==> config.mk <==
export PLATFORM = sky130hd
export DESIGN_NAME = wgt_addr_gen
export DESIGN_NICKNAME = d
export VERILOG_FILES = /design/src/rtl/wgt_addr_pkg.sv /design/src/rtl/wgt_tile_calc.sv /design/src/rtl/wgt_addr_gen.sv
export SDC_FILE = /design/constraint.sdc
export NUM_CORES = 1
export LEC_CHECK = 0
export CAP_MARGIN = 20
export CORE_ASPECT_RATIO = 1.75
export CORE_UTILIZATION = 29
export CTS_BUF_LIST = sky130_fd_sc_hd__clkbuf_4
export DETAILED_ROUTE_END_ITERATION = 10
export PLACE_DENSITY = 0.46
export SYNTH_ARGS = -nofsm -noshare
export SYNTH_HDL_FRONTEND = slang
export SYNTH_SLANG_ARGS = --single-unit
==> constraint.sdc <==
create_clock -name clk -period 8.7 [get_ports clk]
set_input_delay 1.74 -clock clk [delete_from_list [all_inputs] [get_ports clk]]
set_output_delay 1.74 -clock clk [all_outputs]
set_load 0.03 [all_outputs]
==> src/rtl/wgt_addr_pkg.sv <==
// Shared types and width helpers for the weight-RAM address generator.
package wgt_addr_pkg;

    typedef enum logic [1:0] {
        ST_IDLE  = 2'd0,
        ST_SETUP = 2'd1,
        ST_ADDR  = 2'd2,
        ST_DONE  = 2'd3
    } state_t;

    localparam int BEAT_W = 15;

    function automatic int size_w(input int systolic_size);
        return $clog2(systolic_size) + 1;
    endfunction

    // Beat count must hold 9 * (2^CH_W - 1) without truncation.
    function automatic int beat_w(input int ch_w);
        return (ch_w + 4 > BEAT_W) ? ch_w + 4 : BEAT_W;
    endfunction

endpackage

==> src/rtl/wgt_tile_calc.sv <==
// Per-layer tile geometry, captured once on layer_start so the multiply and
// divide stay off the address path.
module wgt_tile_calc
    import wgt_addr_pkg::*;
#(
    parameter int SYSTOLIC_SIZE = 16,
    parameter int CH_W          = 11
) (
    input  logic                              clk,
    input  logic                              rst_n,
    input  logic                              load,
    input  logic [1:0]                        kernel_size,
    input  logic [CH_W-1:0]                   num_channel,
    input  logic [CH_W-1:0]                   num_filter,
    output logic [beat_w(CH_W)-1:0]           beats,
    output logic [CH_W:0]                     ntiles,
    output logic [size_w(SYSTOLIC_SIZE)-1:0]  last_size,
    output logic                              empty
);

    localparam int SHIFT = $clog2(SYSTOLIC_SIZE);
    localparam int SZ_W  = size_w(SYSTOLIC_SIZE);
    localparam int BW    = beat_w(CH_W);
    localparam int NT_W  = CH_W + 1;

    logic [3:0]      kk;
    logic [NT_W-1:0] f_round;
    logic [BW-1:0]   beats_d,     beats_q;
    logic [NT_W-1:0] ntiles_d,    ntiles_q;
    logic [SZ_W-1:0] last_size_d, last_size_q;
    logic            empty_d,     empty_q;

    always_comb begin
        kk      = {2'b00, kernel_size} * {2'b00, kernel_size};
        beats_d = BW'(kk) * BW'(num_channel);
        f_round = {1'b0, num_filter} + NT_W'(SYSTOLIC_SIZE - 1);
        empty_d = (beats_d == '0) || (num_filter == '0);
        // An empty layer still owes exactly one (beat-less) tile.
        ntiles_d = empty_d ? NT_W'(1) : (f_round >> SHIFT);
        last_size_d = (num_filter[SHIFT-1:0] == '0) ? SZ_W'(SYSTOLIC_SIZE)
                                                    : SZ_W'(num_filter[SHIFT-1:0]);
    end

    always_ff @(posedge clk or negedge rst_n) begin
        if (!rst_n) begin
            beats_q     <= '0;
            ntiles_q    <= '0;
            last_size_q <= SZ_W'(SYSTOLIC_SIZE);
            empty_q     <= 1'b0;
        end else if (load) begin
            beats_q     <= beats_d;
            ntiles_q    <= ntiles_d;
            last_size_q <= last_size_d;
            empty_q     <= empty_d;
        end
    end

    assign beats     = beats_q;
    assign ntiles    = ntiles_q;
    assign last_size = last_size_q;
    assign empty     = empty_q;

endmodule

==> src/rtl/wgt_addr_gen.sv <==
// Weight-RAM address generator: one filter tile of kernel^2*channel beats per
// tile_req, with a contiguous address pointer running across the whole layer.
module wgt_addr_gen
    import wgt_addr_pkg::*;
#(
    parameter int SYSTOLIC_SIZE = 16,
    parameter int ADDR_W        = 24,
    parameter int CH_W          = 11
) (
    input  logic                              clk,
    input  logic                              rst_n,
    input  logic                              layer_start,
    input  logic                              tile_req,
    input  logic [1:0]                        kernel_size,
    input  logic [CH_W-1:0]                   num_channel,
    input  logic [CH_W-1:0]                   num_filter,
    input  logic [ADDR_W-1:0]                 layer_base_addr,
    input  logic                              rd_ready,
    output logic [ADDR_W-1:0]                 wgt_addr,
    output logic                              rd_en,
    output logic [$clog2(SYSTOLIC_SIZE):0]    rd_size,
    output logic                              tile_done,
    output logic                              layer_done,
    output logic                              busy,
    output logic [1:0]                        dbg_state
);

    localparam int SZ_W = size_w(SYSTOLIC_SIZE);
    localparam int BW   = beat_w(CH_W);
    localparam int NT_W = CH_W + 1;

    logic [BW-1:0]   beats;
    logic [NT_W-1:0] ntiles;
    logic [SZ_W-1:0] last_size;
    logic            empty;

    wgt_tile_calc #(
        .SYSTOLIC_SIZE (SYSTOLIC_SIZE),
        .CH_W          (CH_W)
    ) u_tile_calc (
        .clk         (clk),
        .rst_n       (rst_n),
        .load        (layer_start),
        .kernel_size (kernel_size),
        .num_channel (num_channel),
        .num_filter  (num_filter),
        .beats       (beats),
        .ntiles      (ntiles),
        .last_size   (last_size),
        .empty       (empty)
    );

    state_t          state_d,      state_q;
    logic [ADDR_W-1:0] ptr_d,      ptr_q;
    logic [NT_W-1:0] tile_idx_d,   tile_idx_q;
    logic [BW-1:0]   beat_cnt_d,   beat_cnt_q;
    logic            rd_en_d,      rd_en_q;
    logic [SZ_W-1:0] rd_size_d,    rd_size_q;
    logic            tile_done_d,  tile_done_q;
    logic            layer_done_d, layer_done_q;
    logic            busy_d,       busy_q;
    logic [BW-1:0]   beat_nxt;
    logic            last_tile;

    // Handshake: a beat transfers on a cycle with rd_en && rd_ready; while
    // rd_en is high and rd_ready low, wgt_addr, rd_size and rd_en are held.
    always_comb begin
        state_d      = state_q;
        ptr_d        = ptr_q;
        tile_idx_d   = tile_idx_q;
        beat_cnt_d   = beat_cnt_q;
        rd_en_d      = rd_en_q;
        rd_size_d    = rd_size_q;
        tile_done_d  = 1'b0;
        layer_done_d = 1'b0;
        beat_nxt     = beat_cnt_q + BW'(1);
        last_tile    = (tile_idx_q == ntiles - NT_W'(1));

        if (layer_start) begin
            state_d    = ST_IDLE;
            rd_en_d    = 1'b0;
            ptr_d      = layer_base_addr;
            tile_idx_d = '0;
            beat_cnt_d = '0;
        end else begin
            case (state_q)
                ST_IDLE: begin
                    if (tile_req && (tile_idx_q < ntiles)) begin
                        if (empty) begin
                            state_d      = ST_DONE;
                            tile_done_d  = 1'b1;
                            layer_done_d = last_tile;
                            tile_idx_d   = tile_idx_q + NT_W'(1);
                        end else begin
                            state_d = ST_SETUP;
                        end
                    end
                end
                ST_SETUP: begin
                    rd_size_d  = last_tile ? last_size : SZ_W'(SYSTOLIC_SIZE);
                    beat_cnt_d = '0;
                    rd_en_d    = 1'b1;
                    state_d    = ST_ADDR;
                end
                ST_ADDR: begin
                    if (rd_ready) begin
                        ptr_d      = ptr_q + ADDR_W'(rd_size_q);
                        beat_cnt_d = beat_nxt;
                        if (beat_nxt == beats) begin
                            rd_en_d      = 1'b0;
                            state_d      = ST_DONE;
                            tile_done_d  = 1'b1;
                            layer_done_d = last_tile;
                            tile_idx_d   = tile_idx_q + NT_W'(1);
                        end
                    end
                end
                ST_DONE: begin
                    state_d = ST_IDLE;
                end
                default: begin
                    state_d = ST_IDLE;
                end
            endcase
        end

        busy_d = (state_d != ST_IDLE);
    end

    always_ff @(posedge clk or negedge rst_n) begin
        if (!rst_n) begin
            state_q      <= ST_IDLE;
            ptr_q        <= '0;
            tile_idx_q   <= '0;
            beat_cnt_q   <= '0;
            rd_en_q      <= 1'b0;
            rd_size_q    <= SZ_W'(SYSTOLIC_SIZE);
            tile_done_q  <= 1'b0;
            layer_done_q <= 1'b0;
            busy_q       <= 1'b0;
        end else begin
            state_q      <= state_d;
            ptr_q        <= ptr_d;
            tile_idx_q   <= tile_idx_d;
            beat_cnt_q   <= beat_cnt_d;
            rd_en_q      <= rd_en_d;
            rd_size_q    <= rd_size_d;
            tile_done_q  <= tile_done_d;
            layer_done_q <= layer_done_d;
            busy_q       <= busy_d;
        end
    end

    assign wgt_addr   = ptr_q;
    assign rd_en      = rd_en_q;
    assign rd_size    = rd_size_q;
    assign tile_done  = tile_done_q;
    assign layer_done = layer_done_q;
    assign busy       = busy_q;
    assign dbg_state  = state_q;

endmodule

==> results.md, run 1 <==
* Final count of hold timing violations at 0
* Number of setup violations in the final report at 0
* P&R area growth vs syn at 19.7%
* GRT busiest layer: met2
* GR Util met2 at 32.2%
* Clock skew at 0.0207 ns
* Crit share post-route at 76.5%
* Met3 Use GR at 1.66%
* Total of max-cap violations at 0
* Post-route worst setup slack at 2.04 ns
* VDD IR max at 50.5 uV
* Share of the synthesized area in the top cell type at 34.1%
* Grt met1 use at 15.8%
* Unique masters post-synth at 62
* Via/cell ratio at 4.94
* Worst min-delay path class: register to register
* Placeable Area at 22100 um2
* First-pass GRT wire length at 29.0 mm
* Clock Tree Buf Depth at 2
* CP top delay family: simple AND/OR/NAND/NOR gates
* GRT Util Overall at 16.1%
* CTS clk-pin slew, worst paths at 0.15 ns
* Min Clock Period, post-route at 6.66 ns
* Arrival time worst endpoint at 6.98 ns
* F_max at 150 MHz
* Worst path slowest cell: clkdlybuf4s50_1
* Largest net degree at the start of global routing at 78
* Critical path fanouts, max at 24
* CP most frequent cell: fa_1
* EDFF count, synth at 0
* Placed cell count at 1094
* Root buf cell: clkbuf_4
* PostCTS Resize Cnt at 0
* I/O pins at 88
* Synth Register Bits at 91
* Slew HR at 32.6%
* Post-CTS Setup Repair Bufs at 0
* Setup TNS at 0 ns
* DRC errors left at 0
* DP HPWL at 14.0 mm
* Port buffer count at 87
* Synthesis Warnings at 0
* Vias in the first global route at 5707
* Die Y at 201 um
* Measured slew at the worst slew-check pin at 1.01 ns
* Critical path type: input pin to register
* Initial antenna violation count at 1
* Crit-path cells: clkdlybuf4s50_1 -> nor2b_1 -> and2_1 -> ha_1 -> fa_1 -> fa_1 -> a21o_1 -> a221o_1 -> nor4_1 -> nor2_1 -> xnor2_1 -> or4_1 -> o211ai_1 -> o22ai_1
* Post-synthesis sequential area ratio at 34.9%
* Clock latency at the later pin of the worst-skew pair at 0.46 ns
* Share of cells above drive strength 1 at 6.14%
* Post-synth top cells: 89 x dfrtp_1, 72 x nand2_1, 62 x o21ai_0
* Initial DRC count at 218
* Drt pass-1 iters at 4
* Cell count after synthesis at 736
* Top cells by area, synth: dfrtp_1 34%, ha_1 8.6%, o21ai_0 4.7%
* Die width at 115 um
* Pwr dens at 156 nW/um2
* Vias at 5486
* Synthesized Nets at 843
* Overflow left after global routing at 0
* Fill count at 2346
* Final Instance Count excl. Fillers at 1111
* Post-synthesis cell area at 6540 um2
* Total Wirelength at 17.7 mm
* # clock sinks at 91
* Initial Util at 29.6%
* Remaining antenna violation count at 0
* CP Launch Type: input pin
* CP bufs+invs at 1
* RSZ-0062 raised after global routing: no
* Placement Rows at 72
* Post-synth top area cell: dfrtp_1
* Required @ worst endpoint at 9.02 ns
* Predominant post-synthesis flop cell: dfrtp_1
* Count leader, synth: dfrtp_1
* Post-synth ARST share at 100%
* H-tree depth at 3
* CTS buffer count at 9
* CTS Hold Buffers Added at 0
* Max incr delay on CP at 0.75 ns
* Max Slew Vio Count at 0
* Static Leakage at 0.00337 uW
* Final net count at 916
* Place WS at 1.49 ns
* Crit end category: register
* Syn avg cell area at 8.88 um2
* Final GP Congestion at 0.776
* Status: complete, no violations
* Wire per inst at 15.9 um
* TritonCTS clock tree: built
* Die area at 23200 um2
power by group:
group          internal [uW]  switching, uW  total, uW  leakage [uW]
Clock                   98.2            150        248     0.0000779
Combinational            193            252        445       0.00212
Sequential               472           53.1        525       0.00117
through the flow:
step	utilization (%)	total power (uW)	instance area, um2	hold WS [ns]
global placement	34.8	984	7680	0.467
global route	35.4	1310	7820	0.543
CTS	35.4	1240	7820	0.488
finish	35.4	1220	7820	0.488
floorplan	-	822	6540	0.468
detailed placement	34.8	985	7680	0.467
layer usage:
metal / part of all wire [%] / vias up / routed length [um]
met1: 36 / 2625 / 6440
met2: 58 / 86 / 10200
met5: 0 / - / 0
met4: 3.2 / 0 / 571
met3: 2.2 / 31 / 396
li1: - / 2744 / -
final cells by class:
| cell class | instances | area [um2] | share of cell area, % |
|---|---|---|---|
| multi-input combinational | 562 | 3940 | 50.3 |
| sequential | 91 | 2280 | 29.1 |
| clock buffer | 12 | 90.1 | 1.15 |
| inverter | 55 | 206 | 2.64 |
| timing repair buffer | 90 | 888 | 11.4 |
| antenna | 1 | 2.50 | 0.0320 |
| clock inverter | 4 | 51.3 | 0.656 |
| tap | 296 | 370 | 4.73 |
registers in the layout (all words and copies together), names as in the netlist, 2 cells and up:
register,cells
wgt_addr,24
u_tile_calc.last_size,5
dbg_state,2
u_tile_calc.ntiles,8
beat_cnt_q,15
u_tile_calc.beats,15
tile_idx_q,12
rd_size,5
worst paths after layout:
check                                           from                                 to  slack, ns  depth (start not counted)
min                           rd_size[4]$_DFFE_PN1P_             rd_size[4]$_DFFE_PN1P_       0.49                          2
min in group asynchronous                      rst_n   u_tile_calc.beats[7]$_DFFE_PN0P_       1.23                          1
max                                   kernel_size[0]  u_tile_calc.ntiles[1]$_DFFE_PN0P_       2.04                         14
max reg2reg                beat_cnt_q[0]$_DFFE_PN0P_          tile_idx_q[6]$_DFFE_PN0P_       4.82                          9
max in group asynchronous                      rst_n          tile_idx_q[4]$_DFFE_PN0P_       6.31                          2
min reg2reg                   rd_size[4]$_DFFE_PN1P_             rd_size[4]$_DFFE_PN1P_       0.49                          2
worst min-delay path, stage by stage, from the launching register on:
cell and delay (ns):
dfstp_2 0.41, nand2_1 0.05, nand2_1 0.04
cells by family (layout without fill, tap and decap cells):
kind of cell	count (synthesis)	count (layout)	synth area share [%]
XOR/XNOR	65	65	9.17
AO/OA/AOI/OAI	162	162	15.2
buffers and inverters	83	161	4.98
AND/OR/NAND/NOR	257	257	20.4
multiplexers	24	24	4.00
other	0	1	0
flip-flops	91	91	34.9
adder cells (fa/ha/maj)	54	54	11.4
cells in the final DEF, fill, tap and decap left out, drive strengths merged, types with 3 or more instances in the layout:
master / n
o21a: 5
nor2: 40
nor3: 10
and3: 23
inv: 56
clkbuf: 12
o31a: 4
o211ai: 3
nand2: 72
o22ai: 10
mux2i: 7
buf: 5
nor2b: 12
or3: 5
and4: 3
a2111oi: 3
fa: 9
dfrtp: 89
clkdlybuf4s50: 85
o21ai: 62
a31oi: 4
nand2b: 8
a21oi: 35
nand3: 33
nand4: 12
xor2: 30
a211oi: 6
ha: 45
and2: 16
a21o: 3
xnor2: 33
or4: 5
o31ai: 9
nor4: 10
o2111ai: 3
mux2: 17
No activity file was read; power rests on OpenSTA's default activity.
==> run 2, diff against run 1 <==
--- a/config.mk
+++ b/config.mk
@@ -10,7 +10,7 @@
 export CORE_UTILIZATION = 29
 export CTS_BUF_LIST = sky130_fd_sc_hd__clkbuf_4
 export DETAILED_ROUTE_END_ITERATION = 10
-export PLACE_DENSITY = 0.46
+export PLACE_DENSITY = 0.47
 export SYNTH_ARGS = -nofsm -noshare
 export SYNTH_HDL_FRONTEND = slang
 export SYNTH_SLANG_ARGS = --single-unit
==> constraint.sdc (replaced) <==
create_clock -name clk -period 5.4 [get_ports clk]
set_input_delay 1.08 -clock clk [delete_from_list [all_inputs] [get_ports clk]]
set_output_delay 1.08 -clock clk [all_outputs]
set_load 0.03 [all_outputs]
==> results.md, run 2 (synthesized netlist as in run 1, its figures left out) <==
* Share of cells above drive strength 1 at 8.39% (+2.3 points)
* Initial Util at 29.6% (unchanged)
* Max incr delay on CP at 0.54 ns (-0.21 ns)
* CTS buffer count at 9 (unchanged)
* Critical path fanouts, max at 23 (-4.2%)
* Total of max-cap violations at 0 (unchanged)
* Number of setup violations in the final report at 0 (unchanged)
* Final GP Congestion at 0.793 (+2.2%)
* Drt pass-1 iters at 4 (unchanged)
* Critical path type: input pin to register
* P&R area growth vs syn at 22.1%
* Crit share post-route at 91.1%
* I/O pins at 88 (unchanged)
* Clock latency at the later pin of the worst-skew pair at 0.47 ns (about the same)
* Most frequent cells in the layout: 89 x dfrtp_1, 85 x clkdlybuf4s50_1, 72 x nand2_1
* CP bufs+invs at 3 (+2)
* Met3 WL post-DR at 433 um (+9.3%)
* Final net count at 936 (+2.2%)
* Crit-path cells: clkdlybuf4s50_1 -> buf_4 -> and3_1 -> ha_1 -> fa_1 -> fa_1 -> a21o_1 -> a221o_1 -> nor4_1 -> nor2_1 -> xnor2_1 -> or4_1 -> o211ai_1 -> buf_4 -> o22ai_1
* Measured slew at the worst slew-check pin at 1.06 ns (+0.0548 ns)
* Worst min-delay path class: register to register
* Static Leakage at 0.00347 uW (+2.9%)
* Clock Tree Buf Depth at 2 (unchanged)
* RSZ-0062 raised after global routing: no
* Remaining antenna violation count at 0 (unchanged)
* CTS Hold Buffers Added at 0 (unchanged)
* Placement Rows at 72 (unchanged)
* Clock skew at 0.0218 ns (+0.00106 ns)
* Initial antenna violation count at 1 (unchanged)
* Overflow left after global routing at 0 (unchanged)
* Slew HR at 28.9% (-3.7 points)
* Fill count at 2280 (-2.8%)
* CP top delay family: adder cells
* Post-CTS Setup Repair Bufs at 0 (unchanged)
* TritonCTS clock tree: built
* Total Wirelength at 17.5 mm (-0.87%)
* Die Y at 201 um (unchanged)
* PostCTS Resize Cnt at 0 (unchanged)
* Via/cell ratio at 4.88 (-1.2%)
* Die width at 115 um (unchanged)
* Hold WS at 0.486 ns (-0.00194 ns)
* H-tree depth at 3 (unchanged)
* Vias in the first global route at 5607 (-1.8%)
* Worst path slowest cell: fa_1
* Top sig layer: met4
* Crit end category: register
* Vias at 5518 (+0.58%)
* Place WS at -0.0180 ns (-1.51 ns)
* Status: complete, no violations
* CP Launch Type: input pin
* F_max at 203 MHz
* Die area at 23200 um2 (unchanged)
* Initial DRC count at 240 (+10%)
* Wire per inst at 15.5 um (-2.6%)
* GRT Util Overall at 15.9% (-0.22 points)
* Final count of hold timing violations at 0 (unchanged)
* Min Clock Period, post-route at 4.92 ns
* VDD IR max at 75.3 uV (+49%)
* Required @ worst endpoint at 5.73 ns (-3.29 ns)
* Wl on met1 at 6.31 mm (-2.0%)
* Placeable Area at 22100 um2 (unchanged)
* Max FFs per register at 24 (unchanged)
* Post-route worst setup slack at 0.483 ns (-1.56 ns)
* Max Slew Vio Count at 0 (unchanged)
* DRC errors left at 0 (unchanged)
* Largest net degree at the start of global routing at 69 (-12%)
* Root buf cell: clkbuf_4
* Pwr dens at 249 nW/um2 (+60%)
* Arrival time worst endpoint at 5.25 ns (-1.73 ns)
* # clock sinks at 91 (unchanged)
* Port buffer count at 87 (unchanged)
* DP HPWL at 13.7 mm (-1.8%)
* First-pass GRT wire length at 28.4 mm (-1.8%)
* DR WL met2 at 10.4 mm (+1.8%)
* CTS clk-pin slew, worst paths at 0.16 ns (about the same)
* Most common cell after layout, fill and taps aside: dfrtp_1
-- run 2: final timing paths --
path / from / to / slack (ns) / cells past startpoint
max in group asynchronous: rst_n / rd_size[4]$_DFFE_PN1P_ / 3.75 / 2
setup / recovery: kernel_size[0] / u_tile_calc.ntiles[5]$_DFFE_PN0P_ / 0.48 / 15
min in group asynchronous: rst_n / tile_idx_q[2]$_DFFE_PN0P_ / 0.75 / 1
setup reg to reg: beat_cnt_q[0]$_DFFE_PN0P_ / tile_idx_q[10]$_DFFE_PN0P_ / 1.81 / 9
hold / removal: rd_size[4]$_DFFE_PN1P_ / rd_size[4]$_DFFE_PN1P_ / 0.49 / 2
hold reg to reg: rd_size[4]$_DFFE_PN1P_ / rd_size[4]$_DFFE_PN1P_ / 0.49 / 2
-- run 2: worst min-delay path, stage by stage (launching register included) --
cell	delay (ns)
dfstp_2	0.41
nand2_1	0.05
nand2_1	0.04
-- run 2: stage by stage --
stage	setup TNS, ns	util, %	cells	cell area (um2)	power [uW]
finish	0	36.1	1131	7980	1990
global route	0	36.1	1131	7980	2130
CTS	0	36.1	1130	7970	2030
detailed placement	-0.0679	35.5	1114	7830	1610
global placement	0	35.5	1114	7830	1610
floorplan	0	-	736	6540	1320
-- run 2: area by class of cell --
| cell class | count | area, um2 | area share [%] |
|---|---|---|---|
| multi-input cells | 562 | 3940 | 49.3 |
| flip-flops and latches | 91 | 2280 | 28.6 |
| repair buffers | 110 | 1040 | 13.0 |
| well taps | 296 | 370 | 4.64 |
| inverters | 55 | 206 | 2.59 |
| clock inverters | 7 | 76.3 | 0.957 |
| clock buffers | 9 | 67.6 | 0.847 |
| diodes | 1 | 2.50 | 0.0314 |
-- run 2: where the power goes --
part           internal (uW)  total, uW  switching [uW]
clock                    145        404             258
combinational            330        741             411
sequential               761        845            84.0
-- run 2: routing by layer --
layer	vias to the layer above	global-route usage (%)
met3	17	1.90
met5	-	0
li1	2780	-
met4	0	5.57
met1	2642	15.5
met2	79	32.5
